[config.mk]
export PLATFORM = sky130hd
export DESIGN_NAME = pwm_ramp_ctrl
export DESIGN_NICKNAME = d
export VERILOG_FILES = /design/src/rtl/pwm_ramp_ctrl.sv
export SDC_FILE = /design/constraint.sdc
export NUM_CORES = 1
export LEC_CHECK = 0
export CORE_MARGIN = 2
export CORE_UTILIZATION = 50
export CTS_BUF_LIST = sky130_fd_sc_hd__clkbuf_8
export CTS_CLUSTER_DIAMETER = 40
export DETAILED_ROUTE_END_ITERATION = 10
export HOLD_SLACK_MARGIN = 0.06
export PLACE_DENSITY_LB_ADDON = 0.25
export SYNTH_ARGS = -nofsm -noshare
export SYNTH_HDL_FRONTEND = slang
export SYNTH_SLANG_ARGS = --single-unit
[constraint.sdc]
create_clock -name clk -period 5.7 [get_ports clk]
set_input_delay 1.425 -clock clk [delete_from_list [all_inputs] [get_ports clk]]
set_output_delay 1.425 -clock clk [all_outputs]
set_load 0.02 [all_outputs]
[src/rtl/pwm_ramp_ctrl.sv]
// Ramp sequencer for the PWM block: steps duty toward a target one dwell at a time,
// applying every change only on a PWM period boundary and never driving an illegal setting.
module pwm_ramp_ctrl #(
    parameter int W        = 8,
    parameter int MIN_DUTY = 1
) (
    input  logic         clk,
    input  logic         reset,
    input  logic         cmd_valid,
    output logic         cmd_ready,
    input  logic [W-1:0] cmd_period,
    input  logic [W-1:0] cmd_target,
    input  logic [W-1:0] cmd_step,
    input  logic [W-1:0] cmd_dwell,
    input  logic         stop,
    input  logic [W-1:0] pwm_cnt,
    output logic         pwm_en,
    output logic [W-1:0] pwm_period,
    output logic [W-1:0] pwm_duty,
    output logic         busy,
    output logic         done,
    output logic         err
);

    localparam logic [1:0] S_IDLE     = 2'd0;
    localparam logic [1:0] S_RAMP     = 2'd1;
    localparam logic [1:0] S_SETTLED  = 2'd2;
    localparam logic [1:0] S_STOPPING = 2'd3;

    localparam logic [W-1:0] DUTY_MIN = W'(MIN_DUTY);

    logic [1:0]   state_q, state_d;
    logic         pwm_en_q, pwm_en_d;
    logic [W-1:0] pwm_period_q, pwm_period_d;
    logic [W-1:0] pwm_duty_q, pwm_duty_d;
    logic         done_q, done_d;
    logic         err_q, err_d;
    logic [W-1:0] tgt_q, tgt_d;
    logic [W-1:0] step_q, step_d;
    logic [W-1:0] dwell_q, dwell_d;
    logic [W-1:0] dwell_cnt_q, dwell_cnt_d;
    logic         sh_vld_q, sh_vld_d;
    logic [W-1:0] sh_period_q, sh_period_d;
    logic [W-1:0] sh_tgt_q, sh_tgt_d;
    logic [W-1:0] sh_step_q, sh_step_d;
    logic [W-1:0] sh_dwell_q, sh_dwell_d;

    logic         boundary, accept, legal;
    logic [W-1:0] tgt_lo, tgt_eff, step_eff, dwell_eff;
    logic [W:0]   duty_up;
    logic [W-1:0] ramp_duty, sh_duty;

    always_comb begin
        unique case (state_q)
            S_IDLE:     cmd_ready = 1'b1;
            S_STOPPING: cmd_ready = 1'b0;
            default:    cmd_ready = !sh_vld_q;
        endcase
    end

    assign boundary = pwm_en_q && (pwm_cnt == pwm_period_q);
    assign accept   = cmd_valid && cmd_ready;
    assign legal    = cmd_period >= W'(2);

    // Target is clamped into the legal duty window of the command's own period.
    assign tgt_lo    = (cmd_target < DUTY_MIN) ? DUTY_MIN : cmd_target;
    assign tgt_eff   = (tgt_lo > cmd_period - W'(1)) ? cmd_period - W'(1) : tgt_lo;
    assign step_eff  = (cmd_step == '0) ? W'(1) : cmd_step;
    assign dwell_eff = (cmd_dwell == '0) ? W'(1) : cmd_dwell;

    // Saturating step toward the target: the extra bit keeps duty+step from wrapping.
    assign duty_up = {1'b0, pwm_duty_q} + {1'b0, step_q};
    always_comb begin
        if (pwm_duty_q < tgt_q)
            ramp_duty = (duty_up >= {1'b0, tgt_q}) ? tgt_q : duty_up[W-1:0];
        else
            ramp_duty = (pwm_duty_q - tgt_q <= step_q) ? tgt_q : pwm_duty_q - step_q;
    end

    assign sh_duty = (pwm_duty_q > sh_period_q - W'(1)) ? sh_period_q - W'(1) : pwm_duty_q;

    always_comb begin
        state_d      = state_q;
        pwm_en_d     = pwm_en_q;
        pwm_period_d = pwm_period_q;
        pwm_duty_d   = pwm_duty_q;
        done_d       = 1'b0;
        err_d        = accept && !legal;
        tgt_d        = tgt_q;
        step_d       = step_q;
        dwell_d      = dwell_q;
        dwell_cnt_d  = dwell_cnt_q;
        sh_vld_d     = sh_vld_q;
        sh_period_d  = sh_period_q;
        sh_tgt_d     = sh_tgt_q;
        sh_step_d    = sh_step_q;
        sh_dwell_d   = sh_dwell_q;

        unique case (state_q)
            S_IDLE: begin
                if (accept && legal) begin
                    pwm_en_d     = 1'b1;
                    pwm_period_d = cmd_period;
                    pwm_duty_d   = DUTY_MIN;
                    tgt_d        = tgt_eff;
                    step_d       = step_eff;
                    dwell_d      = dwell_eff;
                    dwell_cnt_d  = dwell_eff;
                    done_d       = (tgt_eff == DUTY_MIN);
                    state_d      = (tgt_eff == DUTY_MIN) ? S_SETTLED : S_RAMP;
                end
            end
            S_STOPPING: begin
                if (boundary) begin
                    pwm_en_d = 1'b0;
                    sh_vld_d = 1'b0;
                    state_d  = S_IDLE;
                end
            end
            default: begin
                if (accept && legal) begin
                    sh_vld_d    = 1'b1;
                    sh_period_d = cmd_period;
                    sh_tgt_d    = tgt_eff;
                    sh_step_d   = step_eff;
                    sh_dwell_d  = dwell_eff;
                end
                if (stop) begin
                    state_d = S_STOPPING;
                end else if (boundary && sh_vld_q) begin
                    sh_vld_d     = 1'b0;
                    pwm_period_d = sh_period_q;
                    pwm_duty_d   = sh_duty;
                    tgt_d        = sh_tgt_q;
                    step_d       = sh_step_q;
                    dwell_d      = sh_dwell_q;
                    dwell_cnt_d  = sh_dwell_q;
                    done_d       = (sh_duty == sh_tgt_q);
                    state_d      = (sh_duty == sh_tgt_q) ? S_SETTLED : S_RAMP;
                end else if (boundary && state_q == S_RAMP) begin
                    if (dwell_cnt_q <= W'(1)) begin
                        pwm_duty_d  = ramp_duty;
                        dwell_cnt_d = dwell_q;
                        if (ramp_duty == tgt_q) begin
                            done_d  = 1'b1;
                            state_d = S_SETTLED;
                        end
                    end else begin
                        dwell_cnt_d = dwell_cnt_q - W'(1);
                    end
                end
            end
        endcase
    end

    always_ff @(posedge clk) begin
        if (!reset) begin
            state_q      <= S_IDLE;
            pwm_en_q     <= 1'b0;
            pwm_period_q <= W'(2);
            pwm_duty_q   <= DUTY_MIN;
            done_q       <= 1'b0;
            err_q        <= 1'b0;
            tgt_q        <= DUTY_MIN;
            step_q       <= W'(1);
            dwell_q      <= W'(1);
            dwell_cnt_q  <= '0;
            sh_vld_q     <= 1'b0;
            sh_period_q  <= W'(2);
            sh_tgt_q     <= DUTY_MIN;
            sh_step_q    <= W'(1);
            sh_dwell_q   <= W'(1);
        end else begin
            state_q      <= state_d;
            pwm_en_q     <= pwm_en_d;
            pwm_period_q <= pwm_period_d;
            pwm_duty_q   <= pwm_duty_d;
            done_q       <= done_d;
            err_q        <= err_d;
            tgt_q        <= tgt_d;
            step_q       <= step_d;
            dwell_q      <= dwell_d;
            dwell_cnt_q  <= dwell_cnt_d;
            sh_vld_q     <= sh_vld_d;
            sh_period_q  <= sh_period_d;
            sh_tgt_q     <= sh_tgt_d;
            sh_step_q    <= sh_step_d;
            sh_dwell_q   <= sh_dwell_d;
        end
    end

    assign pwm_en     = pwm_en_q;
    assign pwm_period = pwm_period_q;
    assign pwm_duty   = pwm_duty_q;
    assign busy       = (state_q != S_IDLE);
    assign done       = done_q;
    assign err        = err_q;

endmodule

==> results of run 1 <==
## cell usage in the layout, fill, tap and decap left out, drive strengths merged, types with 3 or more instances in the layout
cell type      Yosys  final
o21a               8      8
xnor2             44     44
and2               5      5
o221ai             4      4
fa                 3      3
o2111ai            3      3
a21o              12     12
ha                63     63
nand2            132    132
or4                4      4
clkbuf            35      9
o211ai            11     11
clkdlybuf4s50      0     64
nand4             11     11
nor2b             10     10
o21ai             41     41
a31oi              3      3
nand2b             8      8
nor3              20     20
a21oi             74     74
a211o              4      4
a211oi            33     33
a22oi              4      4
nor3b              5      5
nand3             13     13
inv               45     47
o221a              3      3
mux2               6      6
or2                5      5
a311oi             8      8
nor2              89     89
xor2              16     16
clkinv             0      4
mux2i             39     39
or3                9      9
nor4               9      9
buf               16     11
dfxtp             86     86
o22ai              4      4
## state kept, by name (all words and copies together) (netlist names), 8 cells and up
| signal | count |
|---|---|
| dwell_cnt_q | 8 |
| sh_tgt_q | 8 |
| dwell_q | 8 |
| sh_period_q | 8 |
| pwm_duty | 8 |
| sh_step_q | 8 |
| step_q | 8 |
| pwm_period | 8 |
| sh_dwell_q | 8 |
| tgt_q | 8 |
## routing by layer
metal / GRT usage / vias up
li1: - / 3295
met1: 0.377 / 2943
met2: 0.443 / 196
met3: 0.0474 / 31
met4: 0.0797 / 0
met5: 0 / -
## area by class of cell
| class | instances | share of cell area |
|---|---|---|
| multi-input cells | 726 | 0.615 |
| flip-flops and latches | 86 | 0.217 |
| repair buffers | 75 | 0.0927 |
| well taps | 180 | 0.0284 |
| inverters | 45 | 0.0213 |
| clock buffers | 9 | 0.0156 |
| clock inverters | 7 | 0.0102 |
## logic make-up (layout without fill, tap and decap cells)
logic type | Yosys count | in the layout
DFF | 86 | 86
and+or+nand+nor | 326 | 326
AOI/OAI and AO/OA | 229 | 229
muxes | 45 | 45
adders and majority gates | 66 | 66
xor gates and xnor gates | 60 | 60
buffers and inverters | 96 | 136
## worst reg2reg max path: cells and delay by family, from the launching register on
kind,cells,cell delay (ns)
simple gates,5,0.84
flops,1,0.50
compound gates,10,2.13
xor+xnor,1,0.08
fa+ha+maj,2,0.58
mux,1,0.28
buf+inv,1,0.14
## through the flow
step / instance area, µm² / utilization / power [µW]
after floorplan: 6990 / - / 3960
after global placement: 7730 / 0.561 / 4780
after detailed placement: 7730 / 0.561 / 4800
after CTS: 7940 / 0.576 / 5280
after global routing: 7940 / 0.576 / 5820
final: 7940 / 0.576 / 5310
## final timing paths
check | startpoint | end | slack (ns)
min reg2reg | sh_step_q[2] | sh_step_q[2] | 0.46
min | sh_step_q[2] | sh_step_q[2] | 0.46
max reg2reg | tgt_q[1] | pwm_duty[3] | 1.01
max | cmd_period[2] | state_q[1] | 1.0
## report_power, final
part	internal, µW	leakage (µW)	switching (µW)
Sequential	779	0.000704	237
Clock	209	0.000106	241
Combinational	1610	0.00236	2240
Total	2590	0.00317	2720
==> impl_results.md, run 1 <==
- Avg WL per Cell: 17.6 µm
- Final Critical Period: 4.70 ns
- Clk_lat worst skew: 0.37 ns
- Inst Count DP: 1,112
- DR DRC count: 0
- Synth area leaders: dfxtp_1 (25%), ha_1 (11%), nand2_1 (7.1%)
- Pre-CTS WS: 0.639 ns
- Buf+Inv Stages, Crit Path: 2
- Syn_area_per_cell: 7.70 µm²
- Multi-input logic area: 0.00488 mm²
- Global Route Usage Sum: 0.275
- WL met3: 1170 µm
- Post-Synth Adder-Cell Area: 0.121
- Met1 WL: 8950 µm
- Mapped Nets: 1,018
- Initial antenna violation count: 0
- CP max stage delay: 0.62 ns
- Vias in the first global route: 6,070
- Routability cong.: 0.978
- Share of the synthesized area in the top cell type: 0.246
- Metal2 WL: 9260 µm
- DRT antenna net count: 0
- Worst setup SP type: input pin
- Delay-heaviest family, CP: simple AND/OR/NAND/NOR gates
- VDD IR-drop max: 0.000230 V
- # IOs: 65
- Core box area: 0.0138 mm²
- Hold Path Stages: 2
- Static Leak: 0.00317 µW
- Yosys cell types: 75
- Routed Wire Length: 19,800 µm
- Setup TNS: 0 ns
- Mapped Cells: 908
- Rows: 43
- RSZ-0062 raised after global routing: no
- Synth Cell Area: 0.00699 mm²
- Starting Density: 0.508
- Die width: 122 µm
- GR Overflow Total: 0
- Post-synthesis mux area share: 0.0660
- Slew HR: 0.406
- Pins Over Slew Limit: 0
- Post-CTS Setup Inserts: 0
- Sequential element share of the synthesized area: 0.246
- Slack of the critical path: 0.999 ns
- Largest family of logic cells by synthesized area: compound AO/OA/AOI/OAI gates
- Register area: 0.00172 mm²
- Chip height: 122 µm
- Die ar.: 0.0149 mm²
- CP max-delay cell: or4_1
- Top_reg_cell synth: dfxtp_1
- Initial DRC Count: 526
- Post-synthesis async set-or-reset flop share: 0
- Post-synth EDFFs: 0
- Root Buffer: clkbuf_8
- Yosys reg bits: 86
- Worst Hold Class: reg -> reg
- DR top layer: met4
- Skew final: 0.0117 ns
- I/O Buffers: 64
- Dpl hpwl: 15,400 µm
- Diodes inserted: 0
- R2R depth: 20
- Vias: 6,465
- Hold_buf cts: 0
- Worst hold slack: 0.459 ns
- First-pass GRT wire length: 32,200 µm
- Post-CTS sizing: 0
- Complex-gate fraction of the synthesized area: 0.217
- Filler instances: 1,324
- Top cells by count, synth: nand2_1 (132), nor2_1 (87), dfxtp_1 (86)
- Cell taking the most area after synthesis: dfxtp_1
- Critical path's most frequent cell: or4_1
- Xor/xnor cell area share of the yosys netlist: 0.0762
- Final Hold Viols: 0
- Status: finished clean
- Clock Sinks: 86
- Max-Cap Viols: 0
- Crit. End Element: register
- Largest net degree at the start of global routing: 56
- CTS tree: done
- Max clock buf depth: 2
- Worst-Margin Slew: 0.884 ns
- Power density cells: 669 mW/mm²
- Via density: 5.73
- Share of layout cells above drive strength 1: 0.0580
- Crit. path cell count: 14
- Critical path arrival: 5.00 ns
- CTS Buf Count: 9
- Nets@finish: 1,053
- Syn-to-layout area delta: 13.5%
- Most frequent cell after synthesis: nand2_1
- Critical Path, Cell by Cell: clkdlybuf4s50_1 > or4_1 > nor4_1 > xor2_1 > inv_1 > ha_1 > nand3_1 > a31oi_1 > o31ai_2 > mux2_1 > nand2b_1 > or4_1 > o21a_1 > a21boi_1
- DR pass1 iterations: 5
- Synth Area in Simple Gates: 0.217
- Final std cells w/o fill: 1,128
- Worst Path Required: 6.00 ns
- CTS clock-pin slew for the worst setup and hold paths: 0.09 ns
- Max FO, Critical Path: 7
- Crit share post-route: 0.825
- Setup CP Type: in -> reg
- Yosys warning total: 0
- Final setup fails: 0
- CTS H-tree lvls: 3
- Fmax achieved: 0.213 GHz
No activity file was read; power rests on OpenSTA's default activity.
==> run 2, diff against run 1 <==
clock period = 4.8 ns   (was 5.7 ns; I/O delays follow)
==> run 2 against run 1 <==
Effect of this change: via count grew 2.4%; register-to-register slack worse by 0.66 ns; sequential cell count is the same; utilization increased by 0.70 points; total power rose by 20%; combinational power rose by 20%; count of clock-buffer cells in the layout is 1 higher; design area increased by 1.2%; critical endpoint is now pwm_duty[2]; largest power group unchanged.
==> impl_results.md, run 2 (same netlist as run 1, synthesis figures left out) <==
- Share of layout cells above drive strength 1: 0.0698
- Initial antenna violation count: 0
- Global Route met3 Usage: 0.0418
- Static Leak: 0.00323 µW
- Pins Over Slew Limit: 0
- Max-Cap Viols: 0
- Grt met2 use: 0.411
- Crit. End Element: register
- Syn-to-layout area delta: 14.9%
- Status: finished clean
- Starting Density: 0.508
- Routability cong.: 0.934
- Most frequent cells in the layout: nand2_1 (132), nor2_1 (86), dfxtp_1 (86)
- Crit share post-route: 0.927
- Met1 Usage GRT: 0.369
- Final Critical Period: 4.45 ns
- Pre-CTS WS: 0.0693 ns
- Avg WL per Cell: 17.3 µm
- Worst Hold Class: reg -> reg
- Clock Sinks: 86
- GR Overflow Total: 0
- Worst Path Required: 5.07 ns
- Global Route Usage Sum: 0.272
- Most common cell after layout, fill and taps aside: nand2_1
- Die width: 122 µm
- Worst hold slack: 0.460 ns
- Core box area: 0.0138 mm²
- DR DRC count: 0
- Fmax achieved: 0.225 GHz
- Register-to-register path setup slack: 0.35 ns
- Routed Wire Length: 19,800 µm
- RSZ-0062 raised after global routing: no
- Worst setup SP type: register
- First-pass GRT wire length: 31,500 µm
- Setup CP Type: reg -> reg
- Post-CTS Setup Inserts: 0
- Final setup fails: 0
- Setup TNS: 0 ns
- Via density: 5.81
- Clk_lat worst skew: 0.38 ns
- CTS tree: done
- Max clock buf depth: 2
- Initial DRC Count: 581
- Die ar.: 0.0149 mm²
- Vias in the first global route: 6,047
- Filler instances: 1,351
- # IOs: 65
- Dpl hpwl: 15,400 µm
- Chip height: 122 µm
- Nets@finish: 1,065
- CTS H-tree lvls: 3
- Max FO, Critical Path: 5
- Slack of the critical path: 0.348 ns
- CTS clock-pin slew for the worst setup and hold paths: 0.10 ns
- Worst-Margin Slew: 0.964 ns
- Inst Count DP: 1,124
- Gr busiest metal: met2
- Largest net degree at the start of global routing: 56
- Diodes inserted: 0
- VDD IR-drop max: 0.000331 V
- DR pass1 iterations: 5
- Hold_buf cts: 0
- Rows: 43
- Vias: 6,622
- DRT antenna net count: 0
- Post-CTS sizing: 0
- I/O Buffers: 64
- Skew final: 0.0173 ns
- Final std cells w/o fill: 1,140
- Root Buffer: clkbuf_8
- Power density cells: 793 mW/mm²
- Critical path arrival: 4.72 ns
- Final Hold Viols: 0
- CTS Buf Count: 9
- Final core utilization: 0.583
- Slew HR: 0.356
-- run 2: cell types whose count changed in the layout (fill, tap and decap cells not counted), sizes merged --
cell,previous run,this run
clkinv,4,1
inv,47,49
clkbuf,9,10
buf,11,23
-- run 2: layer usage --
layer  wire (µm)  up-vias
met5           0        -
met4         981        0
met3        1130       54
met2        8770      196
met1        8870     3047
li1            -     3325
-- run 2: power by group --
part	switching [µW]	internal (µW)	leakage (µW)
clock	294	263	0.000108
combinational	2690	1930	0.00242
sequential	263	925	0.000704
total	3250	3120	0.00323
-- run 2: final timing paths --
kind	start	endpoint	cells past startpoint
min	sh_step_q[1]	sh_step_q[1]	2
max reg2reg	tgt_q[1]	pwm_duty[2]	20
min reg2reg	sh_step_q[1]	sh_step_q[1]	2
max	tgt_q[1]	pwm_duty[2]	20
-- run 2: cell type report --
type	count	area, µm²	share of cell area
multi-input cells	726	4880	0.608
flip-flops and latches	86	1720	0.214
repair buffers	87	826	0.103
well taps	180	225	0.0280
inverters	45	169	0.0210
clock buffers	10	138	0.0171
clock inverters	6	73.8	0.00919
-- run 2: metrics by stage --
step,cell area [µm²],total power (µW)
2_1_floorplan,6990,4710
3_3_place_gp,7820,5700
3_5_place_dp,7820,5750
4_1_cts,8030,6330
5_1_grt,8030,6950
6_report,8030,6370
-- run 2: critical path, cell delays in order, from the launching register on --
cell,delay (ns)
dfxtp_1,0.33
inv_1,0.07
ha_1,0.28
nor2b_1,0.13
o21ai_0,0.18
nand2b_1,0.11
a21o_1,0.19
a21o_1,0.19
a21o_1,0.18
a21oi_1,0.17
xnor2_1,0.09
ha_1,0.30
nand2_1,0.10
or3b_2,0.47
o2bb2ai_1,0.29
o21ai_1,0.24
o21ai_1,0.28
nor2_1,0.08
nor4_1,0.37
a21oi_1,0.08
a32o_1,0.21
==> run 3, diff against run 2 <==
--- a/constraint.sdc
+++ b/constraint.sdc
@@ -3,2 +3,2 @@
 set_output_delay 1.2 -clock clk [all_outputs]
-set_load 0.02 [all_outputs]
+set_load 0.01 [all_outputs]
==> results of run 3 <==
The final DEF is identical to that of run 2. Status: finished clean.
Among the figures that moved: total power 6370 µW -> 6330 µW
